--- src/rtl/board_io_ctrl_if.sv ---
// Display-load bus between the core and board_io_ctrl: hex nibbles, per-digit
// blanking and a load strobe.  Contract: DispLoad is a one-cycle qualifier, no ready.
interface board_io_ctrl_if #(
    parameter int NUM_DIGITS = 6
);
    logic [4*NUM_DIGITS-1:0] DispValue;
    logic [NUM_DIGITS-1:0]   DispBlank;
    logic                    DispLoad;

    // DispValue/DispBlank are sampled on every clock edge where DispLoad is high;
    // the slave always accepts, so the master never waits.
    modport master (
        output DispValue,
        output DispBlank,
        output DispLoad
    );

    modport slave (
        input DispValue,
        input DispBlank,
        input DispLoad
    );
endinterface

--- src/rtl/board_io_ctrl.sv ---
// Board I/O front-end: button sync/debounce, switch sync, registered hex 7-seg drive.
// Optional macro LEADING_ZERO_BLANK_EN auto-blanks leading zero digits (digit 0 always shown).
module board_io_ctrl #(
    parameter int NUM_BTN        = 2,
    parameter int NUM_SW         = 10,
    parameter int NUM_DIGITS     = 6,
    parameter int DEBOUNCE_CYC   = 500,
    parameter bit SEG_ACTIVE_LOW = 1'b1
) (
    input  logic                    QClk,
    input  logic                    RstQnnnL,
    input  logic [NUM_BTN-1:0]      ButtonRaw,
    input  logic [NUM_SW-1:0]       SwitchRaw,
    board_io_ctrl_if.slave          disp,
    output logic [NUM_BTN-1:0]      BtnLevel,
    output logic [NUM_BTN-1:0]      BtnPress,
    output logic [NUM_BTN-1:0]      BtnRelease,
    output logic [NUM_SW-1:0]       SwSync,
    output logic [7*NUM_DIGITS-1:0] Seg7
);

    localparam int                    CNT_W    = $clog2(DEBOUNCE_CYC);
    localparam logic [CNT_W-1:0]      CNT_LAST = CNT_W'(DEBOUNCE_CYC - 1);
    localparam logic [7*NUM_DIGITS-1:0] SEG_DARK = {(7*NUM_DIGITS){SEG_ACTIVE_LOW}};

    // ------------------------------------------------------------------
    // Input synchronisers (buttons idle high at the pin, so reset to 1)
    // ------------------------------------------------------------------
    logic [NUM_BTN-1:0] r_btn_meta;
    logic [NUM_BTN-1:0] r_btn_sync;
    logic [NUM_SW-1:0]  r_sw_meta;
    logic [NUM_SW-1:0]  r_sw_sync;

    always_ff @(posedge QClk or negedge RstQnnnL) begin
        if (!RstQnnnL) begin
            r_btn_meta <= '1;
            r_btn_sync <= '1;
            r_sw_meta  <= '0;
            r_sw_sync  <= '0;
        end else begin
            r_btn_meta <= ButtonRaw;
            r_btn_sync <= r_btn_meta;
            r_sw_meta  <= SwitchRaw;
            r_sw_sync  <= r_sw_meta;
        end
    end

    // ------------------------------------------------------------------
    // Debounce: a button must disagree with its accepted level for
    // DEBOUNCE_CYC consecutive cycles before the level flips.
    // ------------------------------------------------------------------
    logic [NUM_BTN-1:0]            w_pressed;
    logic [NUM_BTN-1:0][CNT_W-1:0] r_cnt;
    logic [NUM_BTN-1:0]            r_btn_level;
    logic [NUM_BTN-1:0]            r_btn_press;
    logic [NUM_BTN-1:0]            r_btn_release;

    assign w_pressed = ~r_btn_sync;

    always_ff @(posedge QClk or negedge RstQnnnL) begin
        if (!RstQnnnL) begin
            r_cnt         <= '0;
            r_btn_level   <= '0;
            r_btn_press   <= '0;
            r_btn_release <= '0;
        end else begin
            r_btn_press   <= '0;
            r_btn_release <= '0;
            for (int i = 0; i < NUM_BTN; i++) begin
                if (w_pressed[i] == r_btn_level[i]) begin
                    r_cnt[i] <= '0;
                end else if (r_cnt[i] == CNT_LAST) begin
                    r_btn_level[i]   <= w_pressed[i];
                    r_cnt[i]         <= '0;
                    r_btn_press[i]   <= w_pressed[i];
                    r_btn_release[i] <= ~w_pressed[i];
                end else begin
                    r_cnt[i] <= r_cnt[i] + 1'b1;
                end
            end
        end
    end

    assign BtnLevel   = r_btn_level;
    assign BtnPress   = r_btn_press;
    assign BtnRelease = r_btn_release;
    assign SwSync     = r_sw_sync;

    // ------------------------------------------------------------------
    // Display capture register; blank resets to all-ones so the panel is
    // dark until the core loads something.
    // ------------------------------------------------------------------
    logic [4*NUM_DIGITS-1:0] r_value;
    logic [NUM_DIGITS-1:0]   r_blank;

    always_ff @(posedge QClk or negedge RstQnnnL) begin
        if (!RstQnnnL) begin
            r_value <= '0;
            r_blank <= '1;
        end else if (disp.DispLoad) begin
            r_value <= disp.DispValue;
            r_blank <= disp.DispBlank;
        end
    end

    // Hex font, active-high, bit 0 = segment a ... bit 6 = segment g.
    function automatic logic [6:0] hex_font(input logic [3:0] nib);
        logic [6:0] seg;
        case (nib)
            4'h0:    seg = 7'h3F;
            4'h1:    seg = 7'h06;
            4'h2:    seg = 7'h5B;
            4'h3:    seg = 7'h4F;
            4'h4:    seg = 7'h66;
            4'h5:    seg = 7'h6D;
            4'h6:    seg = 7'h7D;
            4'h7:    seg = 7'h07;
            4'h8:    seg = 7'h7F;
            4'h9:    seg = 7'h6F;
            4'hA:    seg = 7'h77;
            4'hB:    seg = 7'h7C;
            4'hC:    seg = 7'h39;
            4'hD:    seg = 7'h5E;
            4'hE:    seg = 7'h79;
            default: seg = 7'h71;
        endcase
        return seg;
    endfunction

    // ------------------------------------------------------------------
    // Effective blanking and decode; polarity is applied last.
    // ------------------------------------------------------------------
    logic [NUM_DIGITS-1:0]   w_blank;
    logic [7*NUM_DIGITS-1:0] w_seg_next;
    logic [6:0]              w_lit;
`ifdef LEADING_ZERO_BLANK_EN
    logic                    w_hi_zero;
`endif

    always_comb begin
        w_blank    = r_blank;
        w_seg_next = '0;
        w_lit      = '0;
`ifdef LEADING_ZERO_BLANK_EN
        // Walk from the most significant digit down; a digit is a leading
        // zero while it and everything above it is zero.
        w_hi_zero = 1'b1;
        for (int i = NUM_DIGITS - 1; i > 0; i--) begin
            w_hi_zero  = w_hi_zero & (r_value[4*i +: 4] == 4'h0);
            w_blank[i] = r_blank[i] | w_hi_zero;
        end
`endif
        for (int i = 0; i < NUM_DIGITS; i++) begin
            w_lit = w_blank[i] ? 7'h00 : hex_font(r_value[4*i +: 4]);
            w_seg_next[7*i +: 7] = w_lit ^ {7{SEG_ACTIVE_LOW}};
        end
    end

    logic [7*NUM_DIGITS-1:0] r_seg;

    always_ff @(posedge QClk or negedge RstQnnnL) begin
        if (!RstQnnnL) begin
            r_seg <= SEG_DARK;
        end else begin
            r_seg <= w_seg_next;
        end
    end

    assign Seg7 = r_seg;

endmodule

--- src/flat_wrapper.sv ---
// flat-port wrapper written by rule: the top's interface ports become plain ports
module board_io_ctrl_flat 
#(
    parameter int NUM_BTN        = 2,
    parameter int NUM_SW         = 10,
    parameter int NUM_DIGITS     = 6,
    parameter int DEBOUNCE_CYC   = 500,
    parameter bit SEG_ACTIVE_LOW = 1'b1
)
  (QClk, RstQnnnL, ButtonRaw, SwitchRaw, BtnLevel, BtnPress, BtnRelease, SwSync, Seg7, disp_DispValue, disp_DispBlank, disp_DispLoad);
  board_io_ctrl_if #(.NUM_DIGITS(NUM_DIGITS)) disp_i ();
  input  logic QClk;
  input  logic RstQnnnL;
  input  logic [NUM_BTN-1:0] ButtonRaw;
  input  logic [NUM_SW-1:0] SwitchRaw;
  output logic [NUM_BTN-1:0] BtnLevel;
  output logic [NUM_BTN-1:0] BtnPress;
  output logic [NUM_BTN-1:0] BtnRelease;
  output logic [NUM_SW-1:0] SwSync;
  output logic [7*NUM_DIGITS-1:0] Seg7;
  input wire logic [$bits(disp_i.DispValue)-1:0] disp_DispValue;
  input wire logic [$bits(disp_i.DispBlank)-1:0] disp_DispBlank;
  input wire logic [$bits(disp_i.DispLoad)-1:0] disp_DispLoad;
  assign disp_i.DispValue = disp_DispValue;
  assign disp_i.DispBlank = disp_DispBlank;
  assign disp_i.DispLoad = disp_DispLoad;
  board_io_ctrl #(.NUM_BTN(NUM_BTN), .NUM_SW(NUM_SW), .NUM_DIGITS(NUM_DIGITS), .DEBOUNCE_CYC(DEBOUNCE_CYC), .SEG_ACTIVE_LOW(SEG_ACTIVE_LOW)) u_core (.QClk(QClk), .RstQnnnL(RstQnnnL), .ButtonRaw(ButtonRaw), .SwitchRaw(SwitchRaw), .disp(disp_i), .BtnLevel(BtnLevel), .BtnPress(BtnPress), .BtnRelease(BtnRelease), .SwSync(SwSync), .Seg7(Seg7));
endmodule
--- config.mk ---
export PLATFORM = sky130hd
export DESIGN_NAME = board_io_ctrl_flat
export DESIGN_NICKNAME = d
export VERILOG_FILES = /design/src/rtl/board_io_ctrl_if.sv /design/src/rtl/board_io_ctrl.sv /design/src/flat_wrapper.sv
export SDC_FILE = /design/constraint.sdc
export NUM_CORES = 1
export LEC_CHECK = 0
export CORE_UTILIZATION = 58
export CTS_BUF_LIST = sky130_fd_sc_hd__clkbuf_2
export CTS_CLUSTER_SIZE = 25
export DETAILED_ROUTE_END_ITERATION = 16
export PLACE_DENSITY = 0.95
export SYNTH_ARGS = -nofsm -noshare
export SYNTH_HDL_FRONTEND = slang
export SYNTH_SLANG_ARGS = --single-unit
--- constraint.sdc ---
create_clock -name QClk -period 3.3 [get_ports QClk]
set_clock_uncertainty 0.05 [all_clocks]
set_input_delay 0.99 -clock QClk [delete_from_list [all_inputs] [get_ports QClk]]
set_output_delay 0.99 -clock QClk [all_outputs]
set_load 0.03 [all_outputs]
# --- Yosys cells after proc, flatten, opt, wreduce, memory -nomap -nowiden ---
# Memory sizes are Yosys's and may differ from the RTL's.
# Index checks and enable logic that the tools add are counted.
word_totals:
  input_bits: 45
  wordCells: 56
  out_inout_bits: 58
  rom_bits: 672
  memories: 6
  reg_bits: 120
classes:
  add_sub_neg: 2
  eq_ne: 4
  bitwise: 11
  reduce_logical: 2
  muxes: 18
memory_table:
  columns: ["name", "words", "word_bits", "rd", "rd_ports_with_merged_regs", "wr", "line_no", "source"]
  rows:
  - ["(no name shown)", 16, 7, 1, 0, 0, "board_io_ctrl.sv:109", "case (nib)"]
  - ["(no name shown)", 16, 7, 1, 0, 0, "board_io_ctrl.sv:109", null]
  - ["(no name shown)", 16, 7, 1, 0, 0, "board_io_ctrl.sv:109", null]
  - ["(no name shown)", 16, 7, 1, 0, 0, "board_io_ctrl.sv:109", null]
  - ["(no name shown)", 16, 7, 1, 0, 0, "board_io_ctrl.sv:109", null]
  - ["(no name shown)", 16, 7, 1, 0, 0, "board_io_ctrl.sv:109", null]
op_table:
  columns: ["op", "n"]
  rows:
  - ["7-bit two-way mux", 6]
  - ["7-bit inverter", 6]
  - ["9-bit two-way mux", 4]
  - ["9-bit by 1-bit adder with 9-bit output, second input constant", 2]
  - ["9-bit equality test, second input constant", 2]
  - ["1-bit two-way mux", 8]
  - ["1-bit inverter", 4]
  - ["2-bit AND reduction", 2]
  - ["1-bit equality test", 2]
  - ["2-bit inverter", 1]

# --- Longest topological paths before layout ---
# Gate-level depths: netlist of run 1.
depth:
  word_depth: 4
  ltp_mapped: 5
  depth_no_buf: 5

# --- Worst setup path before layout of run 1 ---
# No wires, ideal clock.
synth_timing:
  path_kind: "in2reg"
  startpoint: "input disp_DispLoad"
  endpoint: "register u_core.r_value[19]"
  arrival_time_ps: 1675
  required_ps: 3125
  setup_ps: 125
  path_buffers: 2
  path_stages: 3
  setup_slack_ps: 1450
  cell_sequence: "buf_2 -> buf_2 -> mux2_2"
synth_lines:
  columns: ["item", "line_no", "source"]
  rows:
  - ["start: declaration", "flat_wrapper.sv:23", "input wire logic [$bits(disp_i.DispLoad)-1:0] disp_DispLoad;"]
  - ["end signal: assignment", "board_io_ctrl.sv:101", "r_value <= disp.DispValue;"]
  - ["end: declaration", "board_io_ctrl.sv:93", "logic [4*NUM_DIGITS-1:0] r_value;"]
# No word-level cell between the ends.

# --- Worst setup path in the final report of run 1 ---
layout_timing:
  startpoint: "register u_core.r_seg[10], in the netlist u_core.Seg7[10]"
  endpoint: "output Seg7[10]"
layout_lines:
  columns: ["item", "line_no", "source"]
  rows:
  - ["start: declaration", "board_io_ctrl.sv:159", "logic [7*NUM_DIGITS-1:0] r_seg;"]
  - ["start signal: assignment", "board_io_ctrl.sv:165", "r_seg <= w_seg_next;"]
  - ["end: declaration", "flat_wrapper.sv:20", "output logic [7*NUM_DIGITS-1:0] Seg7;"]
# No word-level cell between the ends.

==> flow_metrics.tcl, run 1 <==
set metrics [dict create \
    result_of_the_run "finished clean" \
    cp_data_required_time_ns 2.26 \
    global_route.overflow_total 0 \
    cts.sinks 120 \
    async_flop_share 1.00 \
    grtUsageTotal 0.251 \
    finalSetupViolCount 0 \
    route.detailed.vias_per_inst 5.72 \
    ant_nets 0 \
    path_clk_slew_ns 0.18 \
    crit_path_cell_trace "clkdlybuf4s50_1" \
    detailed_place_hpwl_um 7880 \
    cts_buffer_depth 2 \
    largest_net_degree_at_the_start_of_global_routing 52 \
    drv.max_cap_violation_count 0 \
    die-area_um2 9750 \
    critical_path.top_delay_family "buffers and inverters" \
    fin_tns_setup_ns 0 \
    io_buffer_count 102 \
    io_pins 103 \
    power.share.clock 0.288 \
    rrSetupSlack_ns 1.60 \
    grt_pass1_vias 4055 \
    cts_repair_resize_count 0 \
    grt_antenna_before_repair 0 \
    rsz0062_at_grt "false" \
    swShare 0.301 \
    cts.root.buffer_cell "clkbuf_2" \
    power.share.sequential 0.496 \
    totalPowerFinal_uw 3570 \
    crit_slowest_cell "clkdlybuf4s50_1" \
    pwr_density_cell_nw_per_um2 523 \
    cts_setup_buffers 0 \
    postSynthRegisterBits 120 \
    post_synth_instance_area_um2 5430 \
    endpoint_kind "output port" \
    worst_path_largest_cell_delay_ns 0.68 \
    route.final.wire_length_um 11300 \
    most-common-layout-cells "clkdlybuf4s50_1 (100), dfrtp_1 (68), dfstp_2 (52), o21ai_0 (44), ha_1 (38)" \
    intPower_uw 2500 \
    filler_cell_count 540 \
    worstPathMaxFanout 1 \
    post_drt_wl_per_cell_um 16.2 \
    layout.core_utilization 0.769 \
    ys.flop_type "dfrtp_1" \
    yosysSeqAreaShare 0.565 \
    yosysWarningCount 0 \
    pwr-share-comb 0.216 \
    drt_iter0_drc 209 \
    clock_latency_at_the_later_pin_of_the_worst_skew_pair_ns 0.64 \
    fin_crit_ns 2.93 \
    final_max_slew_viol_count 0 \
    tritoncts "done" \
    hp-class "primary input to async pin" \
    std_cell_rows 34 \
    die-height_um 98.8 \
    net-switching-power_uw 1070 \
    maxClockFrequency_ghz 0.342 \
    floorplan.initialDensity 0.611 \
    setup_crit_path_kind "register to output port" \
    synthesis.area_per_instance_um2 11.7 \
    drive_gt1_frac 0.182 \
    cp-start-kind "register" \
    syn2layout_area_growth_pct 25.9 \
    layout_commonest_cell "clkdlybuf4s50_1" \
    synth-edff-count 0 \
    grt_pass1_wl_um 19000 \
    core_area_um2 8890 \
    final_hold_viol_count 0 \
    worst-slew-pin-transition_ns 0.630 \
    vdd.ir_drop.worst_mv 0.505 \
    dieWidth_um 98.8 \
    cts_htree_levels 4 \
    arrival_ns 1.89 \
    detail_route.first_pass.iterations 5 \
    min_period_over_period 0.887 \
    netlist_instances 465 \
    number_of_clock_buffers_inserted_by_tritoncts 17 \
    critical_path_buf_inv_count 1 \
    power.static_leakage_uw 0.00291 \
    detailroute.via_count 4002 \
    placer_s_final_routability_congestion_estimate 0.880 \
    antennaDiodeCount 0 \
    design.final.nets 662 \
    cts-hold-fix-buffers 0 \
    yosys.cell_types.count 44 \
    detail_route.drc_violations 0 \
    mappedNetlistNets 548 \
    timing.max_slew.rel_slack 0.580 \
]
-- synth_stat cells, types with 5 or more instances --
cell type  instances  share of area
a211oi_1           6         0.0083
a21boi_0           5         0.0069
a21oi_1            6         0.0055
a221o_1           10          0.018
a311o_1            5         0.0092
a31oi_1            7         0.0081
buf_2              9         0.0083
dfrtp_1           68           0.31
dfstp_2           52           0.25
ha_1              38          0.088
inv_1             33          0.023
mux2_2            11          0.023
mux2i_1           12          0.022
nand2_1           34          0.024
nand2b_1          10          0.012
nand3_1           13          0.012
nor2_1            26          0.018
nor2b_1            6         0.0069
nor3_1             9         0.0083
o211ai_1          10          0.014
o21ai_0           44          0.041
o311ai_0           6         0.0097
xnor2_1            5         0.0081
-- registers in the layout, indices dropped and copies added, names as in the netlist --
| name | count |
|---|---|
| u_core.r_cnt | 18 |
| u_core.r_value | 24 |
| u_core.r_btn_sync | 2 |
| u_core.r_btn_meta | 2 |
| u_core.BtnPress | 2 |
| u_core.r_blank | 6 |
| u_core.Seg7 | 42 |
| u_core.BtnRelease | 2 |
| u_core.BtnLevel | 2 |
| u_core.SwSync | 10 |
| u_core.r_sw_meta | 10 |
-- path summary, 6_finish.rpt --
kind / end / from / cells after the start
max: Seg7[10] / u_core.Seg7[10] / 1
max in group asynchronous: u_core.Seg7[34] / RstQnnnL / 2
max reg2reg: u_core.Seg7[7] / u_core.r_value[5] / 4
min reg2reg: u_core.SwSync[5] / u_core.r_sw_meta[5] / 0
min: u_core.r_sw_meta[8] / RstQnnnL / 1
min in group QClk: u_core.SwSync[5] / u_core.r_sw_meta[5] / 0
-- layer usage --
layer / track usage / share of wire / vias to the layer above
met2: 0.419 / 0.51 / 158
met3: 0.0965 / 0.074 / 16
met1: 0.302 / 0.41 / 1945
met5: 0 / 0 / -
met4: 0.0746 / 0.013 / 0
li1: - / - / 1883
-- cells by family (layout without fill, tap and decap cells) --
logic type,count (synthesis),in the layout,synth area share
fa+ha+maj,38,38,0.0876
flops,120,120,0.565
mux,24,24,0.0491
xor+xnor,8,8,0.0129
simple gates,116,116,0.110
compound gates,112,112,0.141
buf+inv,47,174,0.0346
-- cell type report --
cell class                 count  area [um^2]  area share
inverter                      34          128      0.0187
clock inverter                14          181      0.0265
timing repair buffer         108         1060       0.155
sequential                   120         3070       0.449
clock buffer                  18         90.1      0.0132
multi-input combinational    298         2170       0.318
tap                          108          135      0.0198
-- power by group through the flow --
stage,registers (uW),logic (uW),clock network (uW)
after floorplan,1950,278,0
after global placement,1780,743,0
after detailed placement,1800,765,0
after CTS,1770,774,1060
after global routing,1790,826,1140
final,1770,771,1030
-- per-stage QoR --
stage	hold WS (ns)	std cells	cell area, um^2	worst slack [ns]
finish	0.280	700	6840	0.373
global route	0.243	700	6840	0.260
global placement	0.283	668	6560	1.10
floorplan	0.281	465	5430	1.45
detailed placement	0.286	668	6560	1.09
CTS	0.250	700	6840	0.302
Power figures use the tool's default switching activity.
==> run 2, diff against run 1 <==
Settings changed: CORE_UTILIZATION 58 to 49, CTS_CLUSTER_SIZE 25 to 16, HOLD_SLACK_MARGIN set to 0.05, PLACE_DENSITY 0.95 to 0.87.
Clock period 3.3 ns to 2.48 ns, I/O delays scaled along.
==> flow_metrics.tcl, run 2 (synthesis gave the netlist of run 1 again) <==
set metrics [dict create \
    route.detailed.vias_per_inst 5.37 \
    dieWidth_um 107 \
    post_drt_wl_per_cell_um 14.9 \
    detailed_place_hpwl_um 7850 \
    path_clk_slew_ns 0.19 \
    result_of_the_run "finished clean" \
    detail_route.drc_violations 0 \
    cp_data_required_time_ns 1.69 \
    power.share.clock 0.267 \
    final_cell_count_no_fill 733 \
    final_area_um2 6630 \
    intPower_uw 3020 \
    critical_path.top_delay_family "buffers and inverters" \
    most-common-layout-cells "dfrtp_1 (68), clkbuf_2 (63), dfstp_2 (52), o21ai_0 (44), clkdlybuf4s50_1 (42)" \
    worst-slew-pin-transition_ns 0.490 \
    setup_crit_path_kind "register to output port" \
    cts_htree_levels 4 \
    combined_area_of_the_multi_input_logic_cells_um2 2170 \
    swShare 0.321 \
    clock_latency_at_the_later_pin_of_the_worst_skew_pair_ns 0.66 \
    net-switching-power_uw 1430 \
    drt_iter0_drc 196 \
    largest_net_degree_at_the_start_of_global_routing 43 \
    place_area_um2 6630 \
    tritoncts "done" \
    io_pins 103 \
    final_hold_viol_count 0 \
    rsz0062_at_grt "false" \
    hp-class "register to register" \
    core_area_um2 10800 \
    design.final.nets 663 \
    vdd.ir_drop.worst_mv 0.472 \
    largest_register_ffs 42 \
    die-area_um2 11500 \
    fin_crit_ns 2.24 \
    min_period_over_period 0.903 \
    drive_gt1_frac 0.260 \
    worst_path_largest_cell_delay_ns 0.39 \
    finalSetupViolCount 0 \
    syn2layout_area_growth_pct 22.1 \
    filler_cell_count 849 \
    totalPowerFinal_uw 4450 \
    pwr_density_cell_nw_per_um2 672 \
    cts_buffer_depth 2 \
    global_route.overflow_total 0 \
    ant_nets 0 \
    detail_route.first_pass.iterations 5 \
    worstPathMaxFanout 1 \
    timing.max_slew.rel_slack 0.669 \
    final_max_slew_viol_count 0 \
    route.final.wire_length_um 11000 \
    antennaDiodeCount 0 \
    layout.core_utilization 0.611 \
    grt_antenna_before_repair 0 \
    power.share.sequential 0.529 \
    floorplan.initialDensity 0.501 \
    die-height_um 107 \
    cts.root.buffer_cell "clkbuf_2" \
    cts_setup_buffers 0 \
    number_of_clock_buffers_inserted_by_tritoncts 17 \
    crit_path_cell_trace "dlygate4sd2_1" \
    pwr-share-comb 0.204 \
    placer_s_final_routability_congestion_estimate 0.880 \
    grt_pass1_vias 3851 \
    crit_slowest_cell "dlygate4sd2_1" \
    std_cell_rows 38 \
    power.static_leakage_uw 0.00295 \
    grtUsageTotal 0.206 \
    io_buffer_count 102 \
    detailroute.via_count 3933 \
    layout_commonest_cell "dfrtp_1" \
    grt_pass1_wl_um 18000 \
    maxClockFrequency_ghz 0.447 \
    critical_path_buf_inv_count 1 \
    numPlacedInstances 700 \
    fin_tns_setup_ns 0 \
    cp-start-kind "register" \
    drv.max_cap_violation_count 0 \
    regArea_um2 3070 \
    arrival_ns 1.44 \
    endpoint_kind "output port" \
    cts.sinks 120 \
]
run 2: changes by cell type in the layout (fill, tap and decap cells not counted), sizes merged:
cell	previous run	this run
clkinv	7	6
bufinv	4	2
clkbuf	18	63
dlygate4sd2	0	14
clkdlybuf4s50	100	42
dlygate4sd3	0	1
inv	34	35
clkinvlp	3	4
run 2: cell type report:
type / count / area share
flip-flops and latches: 120 / 0.463
multi-input cells: 298 / 0.328
repair buffers: 109 / 0.129
well taps: 140 / 0.0264
clock inverters: 13 / 0.0198
inverters: 34 / 0.0193
clock buffers: 19 / 0.0143
run 2: metal layers:
layer  vias up  share of wire  routed length (um)  track usage
li1       1879              -                   -            -
met1      1892           0.42                4630        0.240
met2       141           0.49                5380        0.346
met3        21          0.069                 753       0.0720
met4         0          0.017                 182       0.0812
met5         -              0                   0            0
run 2: repair_timing:
action,CTS,global route
pin swaps,0,0
hold endpoints to repair,18,0
setup endpoints to repair,58,44
gates resized for setup,82,64
hold buffers,1,0
run 2: worst paths after layout:
path                                      startpoint             endpoint  slack, ns  cells past startpoint
worst max register to register    u_core.r_value[17]      u_core.Seg7[28]       0.80                      4
worst min-delay path             u_core.r_sw_meta[3]     u_core.SwSync[3]       0.32                      0
worst min register to register   u_core.r_sw_meta[3]     u_core.SwSync[3]       0.32                      0
min in group asynchronous                   RstQnnnL  u_core.r_sw_meta[5]       0.43                      2
worst max-delay path            u_core.BtnRelease[0]        BtnRelease[0]       0.24                      1
max in group asynchronous                   RstQnnnL    u_core.r_blank[1]       1.30                      3
run 2: stage by stage:
stage	setup WS, ns	hold slack, ns
CTS	0.0000191	0.314
finish	0.241	0.321
floorplan	0.876	0.281
global route	0.0752	0.278
detailed placement	0.500	0.286
global placement	0.514	0.282
run 2: power groups by stage:
stage | clock network (uW) | registers (uW) | logic (uW)
3_5_place_dp | 0 | 2390 | 1020
5_1_grt | 1340 | 2380 | 995
4_1_cts | 1240 | 2350 | 958
2_1_floorplan | 0 | 2600 | 369
3_3_place_gp | 0 | 2380 | 996
6_report | 1190 | 2350 | 909
==> run 3, diff against run 2 <==
Settings changed: GPL_TIMING_DRIVEN set to 0.
==> flow_metrics.tcl, run 3 (synthesis gave the netlist of run 1 again) <==
set metrics [dict create \
    cp-start-kind "register" \
    std_cell_rows 38 \
    arrival_ns 1.57 \
    numPlacedInstances 707 \
    min_period_over_period 0.954 \
    most-common-layout-cells "dfrtp_1 (68), dfstp_2 (52), o21ai_0 (44), clkdlybuf4s50_1 (42), ha_1 (38)" \
    critical_path_buf_inv_count 1 \
    ant_nets 0 \
    finalSetupViolCount 0 \
    cts_buffer_depth 2 \
    final_cell_count_no_fill 740 \
    power.static_leakage_uw 0.00299 \
    cts.sinks 120 \
    detail_route.drc_violations 0 \
    placer_s_final_routability_congestion_estimate 0.880 \
    grtUsageTotal 0.219 \
    drt_iter0_drc 175 \
    syn2layout_area_growth_pct 26.0 \
    die-area_um2 11500 \
    largest_register_ffs 42 \
    drive_gt1_frac 0.207 \
    maxClockFrequency_ghz 0.422 \
    floorplan.initialDensity 0.501 \
    critical_path.top_delay_family "flip-flops" \
    grt_pass1_vias 4039 \
    design.final.nets 670 \
    worst-slew-pin-transition_ns 0.762 \
    final_hold_viol_count 0 \
    route.final.wire_length_um 11800 \
    endpoint_kind "output port" \
    cts_htree_levels 4 \
    antennaDiodeCount 0 \
    io_pins 103 \
    worstPathMaxFanout 1 \
    setup_crit_path_kind "register to output port" \
    detail_route.first_pass.iterations 5 \
    setup_ws_ns 0.113 \
    largest_net_degree_at_the_start_of_global_routing 63 \
    route.detailed.vias_per_inst 5.46 \
    cts.root.buffer_cell "clkbuf_2" \
    grt_pass1_wl_um 19300 \
    io_buffer_count 101 \
    crit_path_cell_trace "dlygate4sd2_1" \
    detailroute.via_count 4038 \
    worst_path_largest_cell_delay_ns 0.54 \
    clock_latency_at_the_later_pin_of_the_worst_skew_pair_ns 0.65 \
    fin_tns_setup_ns 0 \
    layout.core_utilization 0.631 \
    detailed_place_hpwl_um 8430 \
    path_clk_slew_ns 0.16 \
    dp_worst_setup_slack_ns 0.493 \
    hp-class "register to register" \
    crit_slowest_cell "dfstp_2" \
    final_max_slew_viol_count 0 \
    result_of_the_run "finished clean" \
    grt_antenna_before_repair 0 \
    core_area_um2 10800 \
    layout_commonest_cell "dfrtp_1" \
    filler_cell_count 844 \
    vdd.ir_drop.worst_mv 0.575 \
    cp_data_required_time_ns 1.69 \
    dieWidth_um 107 \
    post_drt_wl_per_cell_um 15.9 \
    global_route.overflow_total 0 \
    timing.max_slew.rel_slack 0.492 \
    cts_setup_buffers 0 \
    fin_crit_ns 2.37 \
    tritoncts "done" \
    drv.max_cap_violation_count 0 \
    rsz0062_at_grt "false" \
    number_of_clock_buffers_inserted_by_tritoncts 17 \
    die-height_um 107 \
    pwr_density_cell_nw_per_um2 685 \
]
[run 3: changes by cell type in the layout (fill, tap and decap cells not counted), sizes merged]
cell           delta
buf               +3
bufinv            +2
clkbuf           -28
clkdlybuf4s15    +26
clkinv            -2
clkinvlp          +1
dlygate4sd2       +6
inv               -1
[run 3: what timing repair did]
action                     CTS  global route
resized for setup           61            47
hold endpoints to repair     9             0
setup endpoints to repair   58            38
hold buffers                 1             0
[run 3: path summary, 6_finish.rpt]
path | slack (ns) | depth (start not counted) | to | start
max | 0.11 | 1 | Seg7[16] | u_core.Seg7[16]
max in group asynchronous | 0.94 | 3 | u_core.r_blank[5] | RstQnnnL
min reg2reg | 0.32 | 0 | u_core.SwSync[9] | u_core.r_sw_meta[9]
min in group asynchronous | 0.64 | 2 | u_core.SwSync[0] | RstQnnnL
min | 0.32 | 0 | u_core.SwSync[9] | u_core.r_sw_meta[9]
max reg2reg | 0.87 | 4 | u_core.r_cnt[17] | u_core.r_cnt[9]
[run 3: final cells by class]
cell class | count | area (um^2) | area share
inverter | 34 | 128 | 0.0187
timing repair buffer | 103 | 961 | 0.140
multi-input combinational | 298 | 2170 | 0.318
buffer | 13 | 60.1 | 0.00878
clock inverter | 13 | 179 | 0.0262
clock buffer | 19 | 95.1 | 0.0139
sequential | 120 | 3070 | 0.449
tap | 140 | 175 | 0.0256
[run 3: metrics by stage]
stage | hold WS, ns | area [um^2] | power, uW
after floorplan | 0.281 | 5430 | 2970
after global placement | 0.283 | 6620 | 3380
after detailed placement | 0.287 | 6640 | 3430
after CTS | 0.324 | 6860 | 4740
after global routing | 0.311 | 6840 | 4940
final | 0.320 | 6840 | 4690
[run 3: power breakdown]
part,internal [uW],leakage (uW),switching [uW]
sequential,2220,0.00140,111
combinational,382,0.00144,612
clock,661,0.000147,705
total,3260,0.00299,1430
[run 3: layer usage]
| layer | GRT usage | share of wire | routed length [um] |
|---|---|---|---|
| met1 | 0.263 | 0.43 | 5040 |
| met2 | 0.368 | 0.49 | 5790 |
| met3 | 0.0654 | 0.067 | 795 |
| met4 | 0.0881 | 0.013 | 159 |
| met5 | 0 | 0 | 0 |
